--- config.mk ---
export PLATFORM = sky130hd
export DESIGN_NAME = dco_coarse_tuner
export DESIGN_NICKNAME = d
export VERILOG_FILES = /design/src/rtl/dco_coarse_tuner.sv
export SDC_FILE = /design/constraint.sdc
export NUM_CORES = 1
export LEC_CHECK = 0
export ABC_AREA = 1
export BUFFER_PORTS_ARGS = -buffer_cell sky130_fd_sc_hd__buf_2
export CAP_MARGIN = 20
export CELL_PAD_IN_SITES_DETAIL_PLACEMENT = 1
export CELL_PAD_IN_SITES_GLOBAL_PLACEMENT = 2
export CORE_MARGIN = 5
export CORE_UTILIZATION = 35
export DETAILED_ROUTE_END_ITERATION = 6
export GPL_TIMING_DRIVEN = 0
export PLACE_DENSITY = 0.83
export SETUP_SLACK_MARGIN = 0.05
export SLEW_MARGIN = 10
export SYNTH_ARGS = -nofsm -noshare
export SYNTH_HDL_FRONTEND = slang
export SYNTH_SLANG_ARGS = --single-unit
--- constraint.sdc ---
create_clock -name dco_out -period 7.1 [get_ports dco_out]
set_input_delay 1.065 -clock dco_out [delete_from_list [all_inputs] [get_ports dco_out]]
set_output_delay 1.065 -clock dco_out [all_outputs]
set_load 0.005 [all_outputs]
--- src/rtl/dco_coarse_tuner.sv ---
// Coarse-tune SAR controller for a DCO. It counts DCO cycles per reference period and
// binary-searches the 7-bit thermometer index whose frequency is nearest target*f_ref from above.
module dco_coarse_tuner #(
    parameter int CNT_W       = 10,
    parameter int SETTLE_REFS = 2,
    parameter bit POL         = 1'b0
) (
    input  logic             dco_out,
    input  logic             reset_,
    input  logic             ref_in,
    input  logic             start,
    input  logic [CNT_W-1:0] target,
    output logic [127:0]     coarse,
    output logic [6:0]       code,
    output logic [CNT_W-1:0] meas_cnt,
    output logic             busy,
    output logic             done,
    output logic             sat
);

    localparam logic [2:0] ST_IDLE   = 3'd0;
    localparam logic [2:0] ST_ALIGN  = 3'd1;
    localparam logic [2:0] ST_SETTLE = 3'd2;
    localparam logic [2:0] ST_MEAS   = 3'd3;
    localparam logic [2:0] ST_FINISH = 3'd4;

    localparam logic [CNT_W-1:0] CNT_MAX     = {CNT_W{1'b1}};
    localparam logic [CNT_W-1:0] CNT_ONE     = {{(CNT_W-1){1'b0}}, 1'b1};
    localparam logic [3:0]       SETTLE_LOAD = 4'(SETTLE_REFS);

    // Thermometer expansion: bits [idx-1:0] set, the rest clear.
    function automatic logic [127:0] therm_of(input logic [6:0] idx);
        logic [127:0] t;
        t = 128'd0;
        for (int i = 0; i < 128; i++) begin
            t[i] = (8'(i) < {1'b0, idx});
        end
        return t;
    endfunction

    logic [2:0]       state_r;
    logic             sync1_r;
    logic             sync2_r;
    logic             sync3_r;
    logic [CNT_W-1:0] target_r;
    logic [2:0]       bit_r;
    logic [6:0]       idx_r;
    logic [3:0]       settle_r;
    logic [CNT_W-1:0] cyc_cnt_r;
    logic [CNT_W-1:0] meas_cnt_r;
    logic             busy_r;
    logic             done_r;
    logic             sat_r;
    logic [127:0]     coarse_r;

    logic             ref_tick_s;
    logic [CNT_W-1:0] cyc_inc_s;
    logic             keep_s;
    logic [6:0]       idx_trial_s;

    // Reference synchroniser plus edge-detect stage.
    always_ff @(posedge dco_out or negedge reset_) begin
        if (!reset_) begin
            sync1_r <= 1'b0;
            sync2_r <= 1'b0;
            sync3_r <= 1'b0;
        end else begin
            sync1_r <= ref_in;
            sync2_r <= sync1_r;
            sync3_r <= sync2_r;
        end
    end

    assign ref_tick_s = sync2_r & ~sync3_r;

    // Saturating cycle count including the current cycle, and the trial-bit decision.
    always_comb begin
        if (cyc_cnt_r == CNT_MAX) begin
            cyc_inc_s = CNT_MAX;
        end else begin
            cyc_inc_s = cyc_cnt_r + CNT_ONE;
        end
        // A saturated count is always treated as "DCO too fast".
        if (POL) begin
            keep_s = (cyc_inc_s < target_r) && (cyc_inc_s != CNT_MAX);
        end else begin
            keep_s = (cyc_inc_s >= target_r) || (cyc_inc_s == CNT_MAX);
        end
    end

    // Next SAR index: resolve the trial bit and, if any remain, raise the next lower one.
    always_comb begin
        idx_trial_s        = idx_r;
        idx_trial_s[bit_r] = keep_s;
        if (bit_r != 3'd0) begin
            idx_trial_s[bit_r - 3'd1] = 1'b1;
        end else begin
            idx_trial_s = idx_trial_s;
        end
    end

    // Search sequencer: align to ref, settle after each code change, measure, evaluate.
    always_ff @(posedge dco_out or negedge reset_) begin
        if (!reset_) begin
            state_r    <= ST_IDLE;
            target_r   <= {CNT_W{1'b0}};
            bit_r      <= 3'd0;
            idx_r      <= 7'd0;
            settle_r   <= 4'd0;
            cyc_cnt_r  <= {CNT_W{1'b0}};
            meas_cnt_r <= {CNT_W{1'b0}};
            busy_r     <= 1'b0;
            done_r     <= 1'b0;
            sat_r      <= 1'b0;
        end else begin
            done_r <= 1'b0;
            case (state_r)
                ST_IDLE: begin
                    if (start) begin
                        target_r <= target;
                        bit_r    <= 3'd6;
                        idx_r    <= 7'b1000000;
                        sat_r    <= 1'b0;
                        busy_r   <= 1'b1;
                        state_r  <= ST_ALIGN;
                    end
                end
                ST_ALIGN: begin
                    if (ref_tick_s) begin
                        settle_r <= SETTLE_LOAD;
                        state_r  <= ST_SETTLE;
                    end
                end
                ST_SETTLE: begin
                    if (ref_tick_s) begin
                        if (settle_r <= 4'd1) begin
                            settle_r  <= 4'd0;
                            cyc_cnt_r <= {CNT_W{1'b0}};
                            state_r   <= ST_MEAS;
                        end else begin
                            settle_r <= settle_r - 4'd1;
                        end
                    end
                end
                ST_MEAS: begin
                    cyc_cnt_r <= cyc_inc_s;
                    if (cyc_inc_s == CNT_MAX) begin
                        sat_r <= 1'b1;
                    end
                    if (ref_tick_s) begin
                        meas_cnt_r <= cyc_inc_s;
                        idx_r      <= idx_trial_s;
                        if (bit_r != 3'd0) begin
                            bit_r    <= bit_r - 3'd1;
                            settle_r <= SETTLE_LOAD;
                            state_r  <= ST_SETTLE;
                        end else begin
                            done_r  <= 1'b1;
                            busy_r  <= 1'b0;
                            state_r <= ST_FINISH;
                        end
                    end
                end
                ST_FINISH: begin
                    state_r <= ST_IDLE;
                end
                default: begin
                    busy_r  <= 1'b0;
                    state_r <= ST_IDLE;
                end
            endcase
        end
    end

    // Coarse word trails the index by one cycle so it only moves after start or an evaluation.
    always_ff @(posedge dco_out or negedge reset_) begin
        if (!reset_) begin
            coarse_r <= 128'd0;
        end else begin
            coarse_r <= therm_of(idx_r);
        end
    end

    assign coarse   = coarse_r;
    assign code     = idx_r;
    assign meas_cnt = meas_cnt_r;
    assign busy     = busy_r;
    assign done     = done_r;
    assign sat      = sat_r;

endmodule

# Yosys cells after proc, flatten, opt, wreduce, memory -nomap -nowiden

Index checks and enable logic that the tools add are counted.

Register bits after elaboration: 180

Multiplexer cells: 40
Magnitude comparators: 133
Eq/ne operators: 14
Reductions and logical operators: 18
Add/subtract/negate cells: 3
Bitwise operators: 4

Operators by type and width:

| cell                                                       | count |
|---|---|
| less-than comparator 7 bit, first input constant           | 63 |
| less-than comparator 6 x 7 -> 1 bit, first input constant  | 32 |
| less-than comparator 5 x 7 -> 1 bit, first input constant  | 16 |
| less-than comparator 4 x 7 -> 1 bit, first input constant  | 8 |
| two-way mux 10 bit                                         | 3 |
| less-than comparator 3 x 7 -> 1 bit, first input constant  | 4 |
| two-way mux 3 bit                                          | 9 |
| two-way mux 7 bit                                          | 3 |
| == test 10 bit, second input constant                      | 2 |
| two-way mux 4 bit                                          | 5 |
| one-hot mux 10 bit (2 select lines)                        | 1 |
| inequality test 2 bit, second input constant               | 8 |
| less-than comparator 1 x 7 -> 1 bit, first input constant  | 2 |
| less-than comparator 2 x 7 -> 1 bit, first input constant  | 2 |
| one-hot mux 7 bit (2 select lines)                         | 1 |
| one-hot mux 3 bit (4 select lines)                         | 1 |
| one-hot mux 4 bit (3 select lines)                         | 1 |
| adder 10 x 1 -> 10 bit, second input constant              | 1 |
| greater-or-equal comparator 10 bit                         | 1 |
| two-way mux 1 bit                                          | 10 |
| AND reduction 5 bit                                        | 2 |
| AND reduction 3 bit                                        | 3 |
| less-than comparator 3 x 4 -> 1 bit, second input constant | 2 |
| AND reduction 4 bit                                        | 2 |
| other kinds (22)                                           | 30 |

# Depth between registers and ports, before layout

Depth after elaboration: 9
Mapped depth: 18
Mapped depth without buffers: 18

# Worst setup path before layout

Ideal clock, no wire load.

Path type: reg-to-reg
Start point: reg cyc_cnt_r[0]
End point: reg idx_r[1] (netlist: code[1])
Setup slack: 4.747 ns
Period minus slack after synthesis: 2.353 ns
Setup time: 0.117 ns
Arrival: 2.237 ns
Cell stages (with the launch flop): 19
Cells stage by stage: dfrtp_1 > ha_1 > nand2_2 > nor2_4 > nand3_4 > nand2_1 > nor2_1 > inv_1 > ha_1 > nand2_1 > nor2_1 > inv_1 > nor3_1 > nor3_1 > nand2_4 > nand2_1 > nand2_1 > nand2_1 > nand2_1

Cells in the longest elaborated chain, start to end: 9
Elaborated cells between the ends (all ways): 11

RTL lines:

| element                                                              | line   | RTL |
|---|---|---|
| start, declared                                                      | 49     | `logic [CNT_W-1:0] cyc_cnt_r;` |
| start signal, assigned                                               | 110    | `cyc_cnt_r <= {CNT_W{1'b0}};` |
| start signal, assigned                                               | 138    | `cyc_cnt_r <= {CNT_W{1'b0}};` |
| start signal, assigned                                               | 146    | `cyc_cnt_r <= cyc_inc_s;` |
| adder 10 x 1 -> 10 bit or == test 10 bit (tied branches)             | 81, 78 |  |
| two-way mux 10 bit (*)                                               | 78     | `if (cyc_cnt_r == CNT_MAX) begin` |
| via cyc_inc_s[9]                                                     | 57     | `logic [CNT_W-1:0] cyc_inc_s;` |
| greater-or-equal comparator 10 bit or == test 10 bit (tied branches) | 87     | `keep_s = (cyc_inc_s >= target_r) \|\| (cyc_inc_s == CNT_MAX);` |
| logical OR 1 bit (*)                                                 | 87     |  |
| bitwise mux 7 bit (*)                                                | 94     | `idx_trial_s[bit_r] = keep_s;` |
| bitwise OR 7 bit (no source line)                                    | -      |  |
| two-way mux 7 bit (*)                                                | 95     | `if (bit_r != 3'd0) begin` |
| two-way mux 7 bit (*)                                                | 150    | `if (ref_tick_s) begin` |
| one-hot mux 7 bit (2 select lines) (*)                               | 117    | `case (state_r)` |
| end signal, assigned                                                 | 152    | `idx_r <= idx_trial_s;` |
| end, declared                                                        | 47     | `logic [6:0] idx_r;` |

Mark *: on every way through the listed nets, which the timed path passes. The rest lies on a longest branch. The select of a mux whose other input is x is not followed.
A chain may end at the register's enable or synchronous reset.

# Final worst setup path

Start point: reg cyc_cnt_r[0]
End point: reg idx_r[5] (netlist: code[5])

Same word-level chain as after synthesis.

==> impl_metrics.py <==
metrics = {
    "run_status": {
        "outcome": "finished clean",
    },
    "finish": {
        "n_antenna_cell": 0,
        "nets": 923,
        "area_delta_synth_final_pct": 25.8,
        "drive_above_1_share_pct": 24.3,
        "fin_area_sq_mm": 0.00886,
        "nFillCells": 2278,
        "final_cells": 1172,
    },
    "die": {
        "start_util_pct": 35.8,
        "die_area_sq_mm": 0.0231,
        "coreArea_sq_mm": 0.0197,
        "rows": 51,
        "die_y_um": 152,
        "fp.dieW_um": 152,
        "ios": 162,
    },
    "worst_setup_path": {
        "cp.arrival_ns": 3.12,
        "path_common_cell": "nand2_1",
        "timing.rr.start": "cyc_cnt_r[0]$_DFFE_PN0P_",
        "worstSetupStartpointType": "flop",
        "crit_required_ns": 7.43,
        "timing.rr.end": "code[5]$_DFFE_PN0P_",
        "cp-end-kind": "flop",
        "cpPeakStageDelay_ns": 0.42,
        "critPathMaxFanout": 9,
        "critPathLaunch": "cyc_cnt_r[0]$_DFFE_PN0P_",
        "rr_worst_depth": 18,
        "ff2ff_setup_slack_ns": 4.30,
        "worst_path_max_delay_cell": "dfrtp_1",
        "critPathKind": "flop to flop",
        "cp-endpoint": "code[5]$_DFFE_PN0P_",
        "path_cells": "ha_1 -> nand2_2 -> nor2_4 -> nand3_4 -> nand2_1 -> nor2_1 -> inv_1 -> ha_1 -> nand2_1 -> nor2_1 -> inv_1 -> nor3_1 -> nor3_1 -> nand2_4 -> nand2_1 -> nand2_1 -> nand2_1 -> nand2_1",
    },
    "power_and_ir_drop": {
        "peakVddDrop_v": 0.000193,
        "p_clk_share_pct": 28.9,
        "switchingPower_uw": 1260,
        "seqPwrFrac_pct": 40.8,
        "cellPowerDensity_mw_per_mm2": 377,
        "comb_power_share_pct": 30.3,
        "switching_share_pct": 37.7,
        "power_leakage_uw": 0.00438,
        "p_int_uw": 2090,
    },
    "cts": {
        "htree_levels": 4,
        "clock-sinks": 180,
        "post_cts_buffers": 0,
        "holdBufCountCts": 0,
        "clock-root-buffer": "clkbuf_16",
        "cts_tree": "yes",
        "clk-insertion-delay-late_ns": 0.44,
        "cts_resized": 0,
        "clock_path_buffers": 2,
        "cts_buffers": 17,
        "path_clk_slew_ns": 0.08,
    },
    "sta": {
        "drv_slew": 0,
        "max_slew_margin_pct": 38.6,
        "finalSetupViolCount": 0,
        "rsz0062_at_grt": "no",
        "finalCritPeriodShare_pct": 39.4,
        "fin_crit_ns": 2.80,
        "hold_viol": 0,
        "fin_skew_ns": 0.0164,
        "fin_setup_tns_ns": 0,
        "whs_ns": 0.355,
        "timing.fmax_mhz": 357,
        "worst_slew_pin_slew_ns": 0.919,
    },
    "placed_design": {
        "dp_hpwl_mm": 14.9,
        "dpl.cell_count": 1140,
        "postPlaceCellArea_sq_mm": 0.00824,
        "routabilityCongestion": 0.821,
        "portBuffers": 160,
    },
    "synth": {
        "netlist_top_cells_area": "dfrtp_1, nand2_1, inv_1, o21ai_0, a21oi_1",
        "synth_top_area_share_pct": 64.0,
        "yosysTopAreaCell": "dfrtp_1",
        "synth_most_common_cell": "dfrtp_1",
        "ys_ff_latch": 180,
        "syn_area_per_cell_sq_um": 9.88,
        "synthTopCellsByCount": "dfrtp_1, nand2_1, inv_1",
        "syn_inst": 713,
        "synthFlopType": "dfrtp_1",
        "syn-cell-area_sq_mm": 0.00704,
        "synth.net_count": 742,
        "synth_cell_types": 39,
        "synth.yosys.seq_area_share_pct": 64.0,
        "yosysWarnings": 0,
        "synth_edf_count": 0,
        "async_flop_share_pct": 100,
    },
    "detailed_routing": {
        "met1Wirelength_mm": 9.34,
        "wl_mm": 20.7,
        "routedWlPerCell_um": 17.6,
        "routed-wl-met3_mm": 1.06,
        "drc": 0,
        "vias": 5547,
        "topRoutingLayerUsed": "met4",
        "met2WireLength_mm": 10.0,
        "first_iter_violations": 223,
        "routed_via_density": 4.73,
        "ant_nets": 0,
        "firstDrtPassIters": 4,
    },
    "global_routing": {
        "grt_max_degree": 116,
        "overflow": 0,
        "grt_usage_pct": 18.1,
        "grt_pass1_vias": 5822,
        "antenna_found_initial": 0,
        "grt_pass1_wl_mm": 33.2,
    },
    "min_path": {
        "hold_path_depth": 0,
        "worstHoldPathType": "flop to flop",
    },
    "job": {
        "maxCapViolCount": 0,
    },
}
## flip-flops by register name (all words and copies together) (netlist names)
register and count:
sync2_r 1, state_r 3, sat 1, target_r 10, cyc_cnt_r 10, meas_cnt 10, coarse 127, settle_r 4
sync1_r 1, busy 1, done 1, bit_r 3, code 7, sync3_r 1
## power groups by stage
stage	sequential [uW]	combinational [uW]	clock (uW)
after floorplan	1380	577	0
after global placement	1380	994	0
after detailed placement	1380	1030	0
after CTS	1360	1030	989
after global routing	1390	1160	1040
final	1360	1010	968
## how the worst min path moves through the flow
stage	from	endpoint	slack, ns
after floorplan	sync1_r$_DFF_PN0_	sync2_r$_DFF_PN0_	0.33
after global placement	sync1_r$_DFF_PN0_	sync2_r$_DFF_PN0_	0.33
after detailed placement	sync1_r$_DFF_PN0_	sync2_r$_DFF_PN0_	0.34
after CTS	sync1_r$_DFF_PN0_	sync2_r$_DFF_PN0_	0.36
after global routing	reset_	coarse[41]$_DFF_PN0_	0.36
final	sync1_r$_DFF_PN0_	sync2_r$_DFF_PN0_	0.35
## placed cells by master, fill, tap and decap left out, drive strengths merged
master,n
a2bb2oi,2
a21oi,61
buf,168
nand2,133
nor2,62
nand3,13
and3,1
inv,114
o22ai,12
a22oi,1
nand4,2
clkbuf,32
conb,1
dfrtp,180
o211ai,2
nor3,12
a31oi,1
o21ai,79
clkinv,9
o21a,1
nor3b,1
xor2,1
a211oi,3
a21o,1
ha,15
## worst max-delay path: cells and delay by family (launching register included)
kind | cells | cell delay, ns
and+or+nand+nor | 14 | 1.60
buffers and inverters | 2 | 0.15
adders and majority gates | 2 | 0.53
DFF | 1 | 0.42
## logic make-up after synthesis
family | share of synthesized area (%)
buffers and inverters | 7.07
AND/OR/NAND/NOR | 13.8
XOR/XNOR | 0.124
adder cells (fa/ha/maj) | 2.66
flip-flops | 64.0
other | 0.0532
AO/OA/AOI/OAI | 12.4
## stage by stage
step / power (uW) / utilization [%] / setup WS [ns]
5_1_grt: 3590 / 45.1 / 4.03
2_1_floorplan: 1960 / - / 4.75
3_3_place_gp: 2380 / 41.6 / 2.13
6_report: 3350 / 45.1 / 4.30
3_5_place_dp: 2410 / 41.9 / 4.23
4_1_cts: 3390 / 45.1 / 4.21
## layer usage
layer | track usage (%) | vias to the layer above
li1 | - | 2640
met1 | 23.9 | 2732
met2 | 30.2 | 154
met3 | 4.43 | 21
met4 | 4.79 | 0
met5 | 0 | -
## area by class of cell
class	count	area, sq um	share of cell area, %
buffer	21	92.6	1.04
clock buffer	17	425	4.80
clock inverter	15	196	2.22
inverter	108	405	4.57
multi-input combinational	404	2040	23.0
sequential	180	4500	50.8
tap	265	332	3.74
timing repair buffer	162	866	9.77
No activity file was read; power rests on OpenSTA's default activity.
